File: src/rtl/alu_ctrl_pkg.sv
// Shared ALU control codes, decode constants and SHA macro micro-op tables.
package alu_ctrl_pkg;

    typedef enum logic [3:0] {
        ALU_ADD  = 4'd0,
        ALU_SUB  = 4'd1,
        ALU_DES  = 4'd2,
        ALU_SW   = 4'd3,
        ALU_AND  = 4'd4,
        ALU_OR   = 4'd5,
        ALU_XOR  = 4'd6,
        ALU_NOT  = 4'd7,
        ALU_ROTR = 4'd8,
        ALU_SHR  = 4'd9,
        ALU_ANDN = 4'd10
    } alu_ctrl_e;

    typedef enum logic [1:0] {
        ST_IDLE,
        ST_HOLD,
        ST_SEQ
    } seq_state_e;

    localparam logic [1:0] ALUOP_ADD   = 2'b00;
    localparam logic [1:0] ALUOP_DES   = 2'b01;
    localparam logic [1:0] ALUOP_RTYPE = 2'b10;
    localparam logic [1:0] ALUOP_SUB   = 2'b11;

    localparam logic [5:0] FUNCT_ADD  = 6'b100000;
    localparam logic [5:0] FUNCT_DES  = 6'b100010;
    localparam logic [5:0] FUNCT_SW   = 6'b101010;
    localparam logic [5:0] FUNCT_AND  = 6'b100100;
    localparam logic [5:0] FUNCT_OR   = 6'b100101;
    localparam logic [5:0] FUNCT_XOR  = 6'b100110;
    localparam logic [5:0] FUNCT_NOT  = 6'b100111;
    localparam logic [5:0] FUNCT_SIG0 = 6'b110000;
    localparam logic [5:0] FUNCT_SIG1 = 6'b110001;
    localparam logic [5:0] FUNCT_SUM0 = 6'b110010;
    localparam logic [5:0] FUNCT_SUM1 = 6'b110011;
    localparam logic [5:0] FUNCT_CH   = 6'b110100;
    localparam logic [5:0] FUNCT_MAJ  = 6'b110101;

    localparam int unsigned LEN_SINGLE = 1;
    localparam int unsigned LEN_SIG    = 3;
    localparam int unsigned LEN_SUM    = 3;
    localparam int unsigned LEN_CH     = 3;
    localparam int unsigned LEN_MAJ    = 4;

    function automatic int unsigned macro_len(input logic [5:0] f);
        case (f)
            FUNCT_SIG0, FUNCT_SIG1: macro_len = LEN_SIG;
            FUNCT_SUM0, FUNCT_SUM1: macro_len = LEN_SUM;
            FUNCT_CH:               macro_len = LEN_CH;
            FUNCT_MAJ:              macro_len = LEN_MAJ;
            default:                macro_len = LEN_SINGLE;
        endcase
    endfunction

    function automatic alu_ctrl_e macro_uop(input logic [5:0] f, input int unsigned idx);
        case (f)
            FUNCT_SIG0, FUNCT_SIG1: macro_uop = (idx < 2) ? ALU_ROTR : ALU_SHR;
            FUNCT_SUM0, FUNCT_SUM1: macro_uop = ALU_ROTR;
            FUNCT_CH: begin
                case (idx)
                    0:       macro_uop = ALU_AND;
                    1:       macro_uop = ALU_ANDN;
                    default: macro_uop = ALU_XOR;
                endcase
            end
            FUNCT_MAJ:              macro_uop = (idx < 2) ? ALU_AND : ALU_XOR;
            default:                macro_uop = ALU_ADD;
        endcase
    endfunction

endpackage

File: src/rtl/alu_ctrl_seq_decode.sv
// Combinational decode of {alu_op, funct, micro-op index} into code, macro length and illegal flag.
module alu_ctrl_decode
    import alu_ctrl_pkg::*;
#(
    parameter int FUNCT_W = 6,
    parameter int IDX_W   = 2,
    parameter int LEN_W   = 3
) (
    input  logic [1:0]         alu_op,
    input  logic [FUNCT_W-1:0] funct,
    input  logic [IDX_W-1:0]   idx,
    output alu_ctrl_e          code,
    output logic [LEN_W-1:0]   len,
    output logic               illegal
);

    logic [5:0] f6;
    logic       hi_zero;

    assign f6      = funct[5:0];
    // Bits above the 6-bit field must be zero for the funct to be legal.
    assign hi_zero = (funct & ~FUNCT_W'(6'h3F)) == '0;

    always_comb begin
        code    = ALU_ADD;
        len     = LEN_W'(LEN_SINGLE);
        illegal = 1'b0;
        case (alu_op)
            ALUOP_ADD: code = ALU_ADD;
            ALUOP_DES: code = ALU_DES;
            ALUOP_SUB: code = ALU_SUB;
            default: begin
                if (!hi_zero) begin
                    illegal = 1'b1;
                end else begin
                    case (f6)
                        FUNCT_ADD: code = ALU_ADD;
                        FUNCT_DES: code = ALU_DES;
                        FUNCT_SW:  code = ALU_SW;
                        FUNCT_AND: code = ALU_AND;
                        FUNCT_OR:  code = ALU_OR;
                        FUNCT_XOR: code = ALU_XOR;
                        FUNCT_NOT: code = ALU_NOT;
                        FUNCT_SIG0, FUNCT_SIG1, FUNCT_SUM0,
                        FUNCT_SUM1, FUNCT_CH, FUNCT_MAJ: begin
                            code = macro_uop(f6, 32'(idx));
                            len  = LEN_W'(macro_len(f6));
                        end
                        default:   illegal = 1'b1;
                    endcase
                end
            end
        endcase
    end

endmodule

File: src/rtl/alu_ctrl_seq.sv
// Registered ALU control unit: single-op decode plus SHA macro expansion behind a valid/ready handshake.
module alu_ctrl_seq
    import alu_ctrl_pkg::*;
#(
    parameter int FUNCT_W = 6,
    parameter int CTRL_W  = 4,
    parameter int SEQ_MAX = 4,
    localparam int IDX_W  = $clog2(SEQ_MAX)
) (
    input  logic               clk,
    input  logic               reset,
    input  logic               in_valid,
    output logic               in_ready,
    input  logic [1:0]         alu_op,
    input  logic [FUNCT_W-1:0] funct,
    output logic               out_valid,
    input  logic               out_ready,
    output logic [CTRL_W-1:0]  alu_ctrl,
    output logic [IDX_W-1:0]   uop_idx,
    output logic               uop_last,
    output logic               illegal
);

    localparam int LEN_W = $clog2(SEQ_MAX + 1);

    seq_state_e         state, state_nxt;
    logic [1:0]         op_q;
    logic [FUNCT_W-1:0] funct_q;
    logic [LEN_W-1:0]   len_q;

    logic               accept, advance, retire;
    logic [1:0]         dec_op;
    logic [FUNCT_W-1:0] dec_funct;
    logic [IDX_W-1:0]   dec_idx;
    alu_ctrl_e          dec_code;
    logic [LEN_W-1:0]   dec_len;
    logic               dec_illegal;
    logic               dec_single;
    logic               step_last;

    // One decoder serves both a fresh request (index 0) and the next beat of a running macro.
    assign accept    = in_valid && in_ready;
    assign advance   = (state == ST_SEQ) && out_ready;
    assign retire    = (state == ST_HOLD) && out_ready && !in_valid;
    assign dec_op    = accept ? alu_op : op_q;
    assign dec_funct = accept ? funct : funct_q;
    assign dec_idx   = accept ? '0 : uop_idx + IDX_W'(1);
    assign dec_single = (dec_len == LEN_W'(1));
    assign step_last  = (LEN_W'(dec_idx) == len_q - LEN_W'(1));
    assign out_valid  = (state != ST_IDLE);

    alu_ctrl_decode #(
        .FUNCT_W (FUNCT_W),
        .IDX_W   (IDX_W),
        .LEN_W   (LEN_W)
    ) u_decode (
        .alu_op  (dec_op),
        .funct   (dec_funct),
        .idx     (dec_idx),
        .code    (dec_code),
        .len     (dec_len),
        .illegal (dec_illegal)
    );

    always_comb begin
        in_ready  = 1'b0;
        state_nxt = state;
        case (state)
            ST_IDLE: begin
                in_ready = 1'b1;
                if (in_valid) state_nxt = dec_single ? ST_HOLD : ST_SEQ;
            end
            ST_HOLD: begin
                in_ready = out_ready;
                if (out_ready) begin
                    if (in_valid) state_nxt = dec_single ? ST_HOLD : ST_SEQ;
                    else          state_nxt = ST_IDLE;
                end
            end
            ST_SEQ: begin
                if (out_ready && step_last) state_nxt = ST_HOLD;
            end
            default: state_nxt = ST_IDLE;
        endcase
    end

    always_ff @(posedge clk or posedge reset) begin
        if (reset) begin
            state    <= ST_IDLE;
            alu_ctrl <= '0;
            uop_idx  <= '0;
            uop_last <= 1'b0;
            illegal  <= 1'b0;
        end else begin
            state <= state_nxt;
            if (accept) begin
                alu_ctrl <= CTRL_W'(dec_code);
                uop_idx  <= '0;
                uop_last <= dec_single;
                illegal  <= dec_illegal;
            end else if (advance) begin
                alu_ctrl <= CTRL_W'(dec_code);
                uop_idx  <= dec_idx;
                uop_last <= step_last;
                illegal  <= 1'b0;
            end else if (retire) begin
                alu_ctrl <= '0;
                uop_idx  <= '0;
                uop_last <= 1'b0;
                illegal  <= 1'b0;
            end
        end
    end

    // Captured request: only read while a macro is running, so it needs no reset.
    always_ff @(posedge clk) begin
        if (accept) begin
            op_q    <= alu_op;
            funct_q <= funct;
            len_q   <= dec_len;
        end
    end

endmodule

File: config.mk
export PLATFORM = sky130hd
export DESIGN_NAME = alu_ctrl_seq
export DESIGN_NICKNAME = d
export VERILOG_FILES = /design/src/rtl/alu_ctrl_pkg.sv /design/src/rtl/alu_ctrl_seq_decode.sv /design/src/rtl/alu_ctrl_seq.sv
export SDC_FILE = /design/constraint.sdc
export NUM_CORES = 1
export LEC_CHECK = 0
export ABC_AREA = 0
export CAP_MARGIN = 10
export CORE_MARGIN = 5
export CORE_UTILIZATION = 55
export DETAILED_ROUTE_END_ITERATION = 8
export PLACE_DENSITY = 0.8
export SYNTH_ARGS = -nofsm -noshare
export SYNTH_HDL_FRONTEND = slang
export SYNTH_SLANG_ARGS = --single-unit
File: constraint.sdc
create_clock -name clk -period 2.27 [get_ports clk]
set_input_delay 0.454 -clock clk [delete_from_list [all_inputs] [get_ports clk]]
set_output_delay 0.454 -clock clk [all_outputs]
set_load 0.03 [all_outputs]
==> run_results.csv <==
group,metric,value,unit
route,drc_errors,0,
global_route,antenna_found_initial,0,
timing,finalSetupViolations,0,
setup_path,worstPathRequired,1.82,ns
floorplan,die-height,65.0,um
final_layout,final_util,66.2,%
yosys,synth_edf_count,3,
global_route,grt_pass1_vias,1593,
setup_path,path_delay_family,"buffers and inverters",
yosys,yosys_warnings,0,
final_layout,antennaDiodeCount,0,
floorplan,start_util,55.9,%
clock_tree,cts_inserted_buffers,3,
timing,grt_setup_unrepaired,"false",
route,dr.first_iter.drc_count,156,
power_and_ir_drop,finalPower,1060,uW
timing,max_freq,474,MHz
clock_tree,clock_path_buffers,2,
yosys,synth_cell_type_count,62,
yosys,ys.flop_type,"dfrtp_1",
timing,timing.final.hold_violations,0,
route,drt-vias-per-instance,6.48,
power_and_ir_drop,powerDensity,535,nW/um^2
timing,worstMarginPinSlew,0.419,ns
yosys,syn_nets,194,
timing,slew_violations,0,
yosys,synth_top_cell_area_share,15.0,%
setup_path,path_depth,1,
timing,layout_worst_path_cycle_share,93.0,%
place,dp_hpwl,3550,um
place,io_buffers,21,
clock_tree,clkLatencyLatePin,0.31,ns
floorplan,core,2980,sq um
clock_tree,numClockSinks,21,
min_path,worstHoldPathType,"input pin to async pin",
yosys,syn_area,1670,sq um
setup_path,cp.arrival,1.66,ns
yosys,syn_inst,181,
timing,finClkSkew,0.00580,ns
place,globalplace.congestion,1.03,
setup_path,critPathCaptureType,"primary output",
route,via_count,1608,
setup_path,slowest_stage,"clkdlybuf4s50_1",
flow_run,cap_violations,0,
floorplan,die-area,4230,sq um
timing,relSlewSlack,71.9,%
power_and_ir_drop,power_leakage,0.000806,uW
floorplan,die_w,65.0,um
yosys,postSynthRegisterBits,21,
global_route,grt_pass1_wl,7330,um
global_route,grt_max_degree,13,
power_and_ir_drop,vdd_drop_max,0.295,mV
final_layout,drive_gt1_share,22.3,%
status,status,"completed",
clock_tree,htreeDepth,1,
setup_path,path_class,"flop to primary output",
setup_path,crit_path_max_incr_delay,0.75,ns
route,first_pass_iters,5,
route,ant_nets,0,
setup_path,path_cells,"clkdlybuf4s50_1",
yosys,synth_top_area_cell,"dfrtp_1",
floorplan,num_rows,20,
final_layout,final_nets,229,
setup_path,critPathBufInv,1,
clock_tree,clock_tree.root_cell,"clkbuf_4",
timing,fin_crit,2.11,ns
global_route,grt_overflow,0,
final_layout,final_cell_area,1970,sq um
setup_path,worstRegToRegCells,6,
yosys,yosysSeqAreaShare,30.1,%
clock_tree,cts.clk_slew.worst_paths,0.13,ns
floorplan,ioPinCount,22,
clock_tree,cts_tree,"yes",
yosys,async_flop_share,47.6,%
route,wl_per_cell,17.9,um
final_layout,final_cells,248,
global_route,grt_util_all_layers,21.9,%
yosys,synth_area_leaders,"dfrtp_1 (15%), dfxtp_1 (9.6%), buf_6 (6.1%)",
final_layout,syn_to_final_growth,18.4,%
setup_path,crit_fanout,12,
place,placed_area,1940,sq um
final_layout,final_cell_mix,"nand2_1 (21), buf_4 (21), clkdlybuf4s50_1 (19), o21ai_0 (15), nor2_1 (13)",
route,routed_wl,4440,um
setup_path,cp-start-kind,"flop",
yosys,syn_area_per_cell,9.20,sq um
place,dpl.cell_count,244,
==> sequential cells by signal (all words and copies together) (netlist names) <==
register	flops
funct_q	6
alu_ctrl	4
len_q	3
op_q	2
state	2
uop_idx	2
illegal	1
uop_last	1
==> final timing paths <==
kind	start	end	slack, ns
hold reg to reg	alu_ctrl[0]	alu_ctrl[0]	0.50
setup reg to reg	state[1]	state[0]	0.23
min in group clk	alu_ctrl[0]	alu_ctrl[0]	0.50
setup / recovery	uop_idx[0]	uop_idx[0]	0.16
max in group asynchronous	reset	alu_ctrl[2]	1.61
hold / removal	reset	state[0]	0.40
==> cell usage after synthesis, types with 3 or more instances <==
cell type / instances
nor4_1: 4
a22oi_1: 3
nand2_1: 21
a22o_1: 3
buf_6: 9
o21ai_1: 4
edfxtp_1: 3
dfxtp_1: 8
inv_1: 9
nor2_1: 13
nand2b_1: 5
a21oi_1: 5
dfrtp_1: 10
mux2i_1: 4
o21ai_0: 15
nand3_1: 7
and2b_1: 3
==> worst register-to-register path, stage by stage, from the launching register on <==
cell and delay (ns):
dfrtp_1 0.56, and2b_1 0.31, buf_12 0.17, a211oi_4 0.26
o211ai_2 0.17, a211oi_2 0.29, o221ai_1 0.15
==> where the power goes <==
group          internal [uW]  switching [uW]
Sequential               420            52.1
Combinational            180             217
Clock                   65.7             120
==> layout make-up <==
type,instances,area (sq um)
clock buffer,3,22.5
clock inverter,1,5.00
fill,231,1010
inverter,10,40.0
multi-input combinational,138,982
sequential,21,500
tap,33,41.3
timing repair buffer,42,380
==> stage by stage <==
| step | hold WS [ns] | worst slack [ns] | setup TNS (ns) |
|---|---|---|---|
| finish | 0.397 | 0.158 | 0 |
| global placement | 0.480 | -0.00434 | -0.00434 |
| CTS | 0.410 | 0.0500 | 0 |
| global route | 0.447 | 0.0884 | 0 |
| detailed placement | 0.476 | -0.0716 | -0.270 |
| floorplan | 0.294 | 0.533 | 0 |
==> per-layer routing <==
| metal | GRT usage (%) | share of wire (%) | wire [um] |
|---|---|---|---|
| met3 | 3.47 | 7.6 | 336 |
| met2 | 35.2 | 46 | 2050 |
| met4 | 9.33 | 4.3 | 189 |
| met1 | 29.1 | 42 | 1870 |
| met5 | 0 | 0 | 0 |
==> repair_timing <==
item                       in CTS  in global routing
setup buffers                   0                  0
resized for setup               0                  1
hold buffers                    0                  0
setup endpoints to repair       0                  1
==> kinds of logic (layout without fill, tap and decap cells) <==
| group | count (synthesis) | after routing | share of synthesized area, % |
|---|---|---|---|
| DFF | 21 | 21 | 30.1 |
| adders and majority gates | 1 | 1 | 0.751 |
| and+or+nand+nor | 72 | 72 | 25.0 |
| AOI/OAI and AO/OA | 54 | 54 | 26.1 |
| muxes | 8 | 8 | 5.56 |
| buffers and inverters | 22 | 56 | 11.0 |
| xor gates and xnor gates | 3 | 3 | 1.58 |
(Power assumes the default switching activity.)
